--- src/rtl/debounce_select.sv ---
// debounce_select: two bouncing push-buttons step a 2-bit demux select.
// Switch 1 steps the select up and switch 2 steps it down, both modulo 4.
//
// Ports:
//   i_clk          system clock, rising edge
//   i_rst          asynchronous active-high reset
//   i_switch_1     raw "step up" button, high = pressed
//   i_switch_2     raw "step down" button, high = pressed
//   o_sel0/o_sel1  registered select bits {o_sel1, o_sel0} = sel
//   o_switch_1_db  debounced level of i_switch_1
//   o_switch_2_db  debounced level of i_switch_2
//   o_sel_changed  one-cycle pulse, coincident with a new select value

// ---------------------------------------------------------------------
// debounce_select_chan: one switch channel.
// It synchronises the raw input, debounces it and flags presses.
//
// Ports:
//   i_clk    system clock
//   i_rst    asynchronous active-high reset
//   i_raw    raw asynchronous switch input
//   o_level  debounced stable level
//   o_press  high for one cycle, the first cycle o_level is seen high
// ---------------------------------------------------------------------
module debounce_select_chan #(
    parameter int DEBOUNCE_LIMIT = 250000
) (
    input  logic i_clk,
    input  logic i_rst,
    input  logic i_raw,
    output logic o_level,
    output logic o_press
);

    localparam int CW = $clog2(DEBOUNCE_LIMIT + 1);
    localparam logic [CW-1:0] LAST = CW'(DEBOUNCE_LIMIT - 1);
    localparam logic [CW-1:0] ONE  = CW'(1);

    logic          r_meta;
    logic          r_sync;
    logic          r_level;
    logic          r_level_d;
    logic [CW-1:0] r_cnt;

    logic          w_differ;
    logic          w_accept;

    // Two-flop synchroniser; only r_sync feeds the debouncer.
    always_ff @(posedge i_clk or posedge i_rst) begin
        if (i_rst) begin
            r_meta <= 1'b0;
            r_sync <= 1'b0;
        end else begin
            r_meta <= i_raw;
            r_sync <= r_meta;
        end
    end

    assign w_differ = (r_sync != r_level);
    assign w_accept = w_differ && (r_cnt == LAST);

    // The counter counts consecutive cycles in which the synchronised
    // value disagrees with the stable level. Any agreement clears it,
    // so a short glitch restarts the count from zero.
    always_ff @(posedge i_clk or posedge i_rst) begin
        if (i_rst) begin
            r_level <= 1'b0;
            r_cnt   <= '0;
        end else if (!w_differ) begin
            r_cnt   <= '0;
        end else if (w_accept) begin
            r_level <= r_sync;
            r_cnt   <= '0;
        end else begin
            r_cnt   <= r_cnt + ONE;
        end
    end

    // Delayed copy for rising-edge detection of the stable level.
    always_ff @(posedge i_clk or posedge i_rst) begin
        if (i_rst) begin
            r_level_d <= 1'b0;
        end else begin
            r_level_d <= r_level;
        end
    end

    assign o_level = r_level;
    assign o_press = r_level & ~r_level_d;

endmodule

// ---------------------------------------------------------------------
// debounce_select: top level.
// ---------------------------------------------------------------------
module debounce_select #(
    parameter int         DEBOUNCE_LIMIT = 250000,
    parameter logic [1:0] RESET_SEL      = 2'd0
) (
    input  logic i_clk,
    input  logic i_rst,
    input  logic i_switch_1,
    input  logic i_switch_2,
    output logic o_sel0,
    output logic o_sel1,
    output logic o_switch_1_db,
    output logic o_switch_2_db,
    output logic o_sel_changed
);

    logic       w_level_1;
    logic       w_level_2;
    logic       w_press_1;
    logic       w_press_2;
    logic       w_step_up;
    logic       w_step_dn;

    logic [1:0] r_sel;
    logic       r_changed;

    debounce_select_chan #(
        .DEBOUNCE_LIMIT(DEBOUNCE_LIMIT)
    ) u_chan_1 (
        .i_clk   (i_clk),
        .i_rst   (i_rst),
        .i_raw   (i_switch_1),
        .o_level (w_level_1),
        .o_press (w_press_1)
    );

    debounce_select_chan #(
        .DEBOUNCE_LIMIT(DEBOUNCE_LIMIT)
    ) u_chan_2 (
        .i_clk   (i_clk),
        .i_rst   (i_rst),
        .i_raw   (i_switch_2),
        .o_level (w_level_2),
        .o_press (w_press_2)
    );

    // Simultaneous presses cancel each other out.
    assign w_step_up = w_press_1 & ~w_press_2;
    assign w_step_dn = w_press_2 & ~w_press_1;

    always_ff @(posedge i_clk or posedge i_rst) begin
        if (i_rst) begin
            r_sel     <= RESET_SEL;
            r_changed <= 1'b0;
        end else begin
            r_changed <= w_step_up | w_step_dn;
            if (w_step_up) begin
                r_sel <= r_sel + 2'd1;
            end else if (w_step_dn) begin
                r_sel <= r_sel - 2'd1;
            end
        end
    end

    assign o_sel0        = r_sel[0];
    assign o_sel1        = r_sel[1];
    assign o_switch_1_db = w_level_1;
    assign o_switch_2_db = w_level_2;
    assign o_sel_changed = r_changed;

endmodule
--- config.mk ---
export PLATFORM = sky130hd
export DESIGN_NAME = debounce_select
export DESIGN_NICKNAME = d
export VERILOG_FILES = /design/src/rtl/debounce_select.sv
export SDC_FILE = /design/constraint.sdc
export NUM_CORES = 1
export LEC_CHECK = 0
export CAP_MARGIN = 20
export CORE_ASPECT_RATIO = 0.7
export CORE_UTILIZATION = 40
export DETAILED_ROUTE_END_ITERATION = 6
export SLEW_MARGIN = 20
export SYNTH_ARGS = -nofsm -noshare
export SYNTH_HDL_FRONTEND = slang
export SYNTH_SLANG_ARGS = --single-unit
--- constraint.sdc ---
create_clock -name i_clk -period 4.9 [get_ports i_clk]
set_input_delay 1.47 -clock i_clk [delete_from_list [all_inputs] [get_ports i_clk]]
set_output_delay 1.47 -clock i_clk [all_outputs]
set_load 0.02 [all_outputs]
==> results.sh <==
export IMPL_layout_nets=228
export IMPL_clock_latency_ns=0.29
export IMPL_slew_headroom=0.3149
export IMPL_post_route_min_period_ns=2.793
export IMPL_async_flop_share=1.000
export IMPL_synth_edf_count=0
export IMPL_reg2reg_slack_ns=2.72
export IMPL_yosys_top_cells_count="dfrtp_1 (47), nor2_1 (36), xnor2_1 (25)"
export IMPL_io_pins=9
export IMPL_min_from="u_chan_2.r_meta"
export IMPL_syn_avg_cell_area_um2=10.72
export IMPL_hold_buffers=0
export IMPL_drive_above_1_share=0.06818
export IMPL_finalClockSkew_ns=0.004993
export IMPL_hold_depth=0
export IMPL_synth_cell_types=30
export IMPL_gp_congestion=0.7401
export IMPL_synth_top_flop_cell="dfrtp_1"
export IMPL_antenna_found_initial=0
export IMPL_finalHoldViolations=0
export IMPL_synth_top_area_frac=0.5275
export IMPL_drc=0
export IMPL_tightestPinTransition_ns=1.024
export IMPL_grt_start_max_net_pins=48
export IMPL_rsz0062_at_grt="no"
export IMPL_seq_area_frac_synth=0.5275
export IMPL_cts_root_buf="clkbuf_8"
export IMPL_port_buffers=8
export IMPL_syn_nets=215
export IMPL_routed_via_density=5.092
export IMPL_cp_slowest_cell="clkdlybuf4s50_1"
export IMPL_crit_path_start_kind="flip-flop"
export IMPL_arrival_ns=1.32
export IMPL_cts_resized=0
export IMPL_cts_made_buffers=5
export IMPL_p_leak_nw=1.002
export IMPL_final_cells=292
export IMPL_dp_hpwl_um=2814
export IMPL_syn_area_um2=2230
export IMPL_coreArea_um2=5313
export IMPL_critPathMaxStageDelay_ns=0.62
export IMPL_cp_top_family="buffers and inverters"
export IMPL_clkSlewWorstSetupHoldPaths_ns=0.08
export IMPL_grt_pass1_wl_um=6934
export IMPL_dr_pass1_iters=4
export IMPL_reg2regPathDepth=4
export IMPL_antenna_cells=0
export IMPL_worstPathRequired_ns=3.43
export IMPL_finalSetupTns_ns=0
export IMPL_h_tree_depth=2
export IMPL_crit_type="flip-flop to primary output"
export IMPL_hold_end="u_chan_2.r_sync"
export IMPL_timing_final_ws_setup_ns=2.107
export IMPL_setup_viol=0
export IMPL_die_area_um2=5881
export IMPL_dp_cells=286
export IMPL_ant_nets=0
export IMPL_critPathMaxFanout=5
export IMPL_syn_to_final_growth_pct=10.21
export IMPL_cts_tree="built"
export IMPL_netlist_top_cell_by_area="dfrtp_1"
export IMPL_drtIter0Drc=87
export IMPL_whs_ns=0.3615
export IMPL_grt_ovfl_total=0
export IMPL_synth_area_leaders="dfrtp_1 (53%), xnor2_1 (9.8%), nor2_1 (6.1%)"
export IMPL_cts_buffer_depth=2
export IMPL_vias=1487
export IMPL_clock_sinks=47
export IMPL_grt_use_total=0.1574
export IMPL_slew_violations=0
export IMPL_post_cts_buffers=0
export IMPL_totalWireLength_um=3964
export IMPL_rows=22
export IMPL_reg2reg_from="u_chan_1.r_cnt[10]"
export IMPL_synth_most_common_cell="dfrtp_1"
export IMPL_ys_seq_elements=47
export IMPL_max_freq_mhz=358.0
export IMPL_wl_per_cell_um=13.58
export IMPL_rr_endpoint="u_chan_1.r_cnt[2]"
export IMPL_finalCritPeriodShare=0.5700
export IMPL_fillers=506
export IMPL_maxCapViolCount=0
export IMPL_hp_class="flip-flop to flip-flop"
export IMPL_critPathBufInv=1
export IMPL_pre_cts_slack_ns=2.161
export IMPL_initial_core_util=0.4197
export IMPL_outcome="finished clean"
export IMPL_cp_cell_sequence="clkdlybuf4s50_1"
export IMPL_end_kind="primary output"
export IMPL_powerDensity_nw_per_um2=257.6
export IMPL_synthCells=208
export IMPL_peakVddDrop_uv=127.6
export IMPL_grt_pass1_vias=1333
export IMPL_die_x_um=91.24
export IMPL_fp_dieH_um=64.47
export IMPL_yosys_warnings=0
-- worst max-delay path by stage --
stage / start / endpoint / cells after the start
floorplan: i_rst / o_sel_changed / 1
global placement: i_rst / u_chan_2.r_cnt[16] / 2
detailed placement: i_rst / u_chan_1.r_cnt[15] / 2
CTS: u_chan_2.o_level / o_switch_2_db / 1
global route: u_chan_1.o_level / o_switch_1_db / 1
finish: u_chan_1.o_level / o_switch_1_db / 1
-- area by class of cell --
cell class                 count  area (µm²)  area share
tap                           72       90.09     0.03666
multi-input combinational    149       999.7      0.4068
clock buffer                   6       72.57     0.02953
sequential                    47        1176      0.4786
timing repair buffer           8       80.08     0.03259
inverter                      10       38.79     0.01578
-- where the power goes --
part / internal (W) / switching (W) / leakage, nW
combinational: 0.00000788 / 0.0000172 / 0.322
clock: 0.0000952 / 0.000114 / 0.0371
sequential: 0.000393 / 0.00000518 / 0.643
total: 0.000496 / 0.000137 / 1.00
-- cell families after synthesis --
logic type	after synthesis	synth area share
AO/OA/AOI/OAI	10	0.04769
XOR/XNOR	33	0.1296
adder cells (fa/ha/maj)	3	0.01684
buffers and inverters	12	0.02413
flip-flops	47	0.5275
multiplexers	2	0.01010
AND/OR/NAND/NOR	101	0.2441
-- layout by cell type (no fill, tap or decap) --
master and instances:
nand3b_1 1, dfrtp_1 47, o41ai_4 2, xor2_1 8
nand4_4 1, a21oi_2 1, clkdlybuf4s50_1 8, nor4b_1 1
xnor2_1 25, ha_1 3, nand4_1 8, o31ai_1 3
nor3_1 6, a21oi_1 3, clkinv_2 1, inv_1 9
or4_1 3, nor2b_1 2, nand3_1 13, nand4_2 1
or4b_4 1, nand2b_1 1, or3_4 2, and4_1 2
clkbuf_8 5, nand2_1 10, nor2_1 36, mux2_1 2
nor4_1 12, clkbuf_1 1, o21ai_0 1, or2_2 1
-- per-layer routing --
layer  GRT usage  part of all wire
met1      0.2481              0.57
met2      0.2027              0.37
met3     0.03521             0.038
met4     0.06548             0.016
met5           0                 0
-- metrics by stage --
stage           power, W  utilization  area, µm²
2_1_floorplan  0.0004242            -       2230
3_3_place_gp   0.0004321       0.4487       2384
3_5_place_dp   0.0004321       0.4487       2384
4_1_cts        0.0006451       0.4623       2456
5_1_grt        0.0006669       0.4626       2457
6_report       0.0006331       0.4626       2457
-- registers in the layout, indices dropped and copies added, names as in the netlist --
register and count:
u_chan_2.r_level_d 1, u_chan_2.r_cnt 18, u_chan_1.r_sync 1, u_chan_1.r_level_d 1
u_chan_1.o_level 1, u_chan_2.r_sync 1, o_sel_changed 1, u_chan_1.r_meta 1
u_chan_2.o_level 1, u_chan_1.r_cnt 18, r_sel 2, u_chan_2.r_meta 1
(Power assumes the default switching activity.)
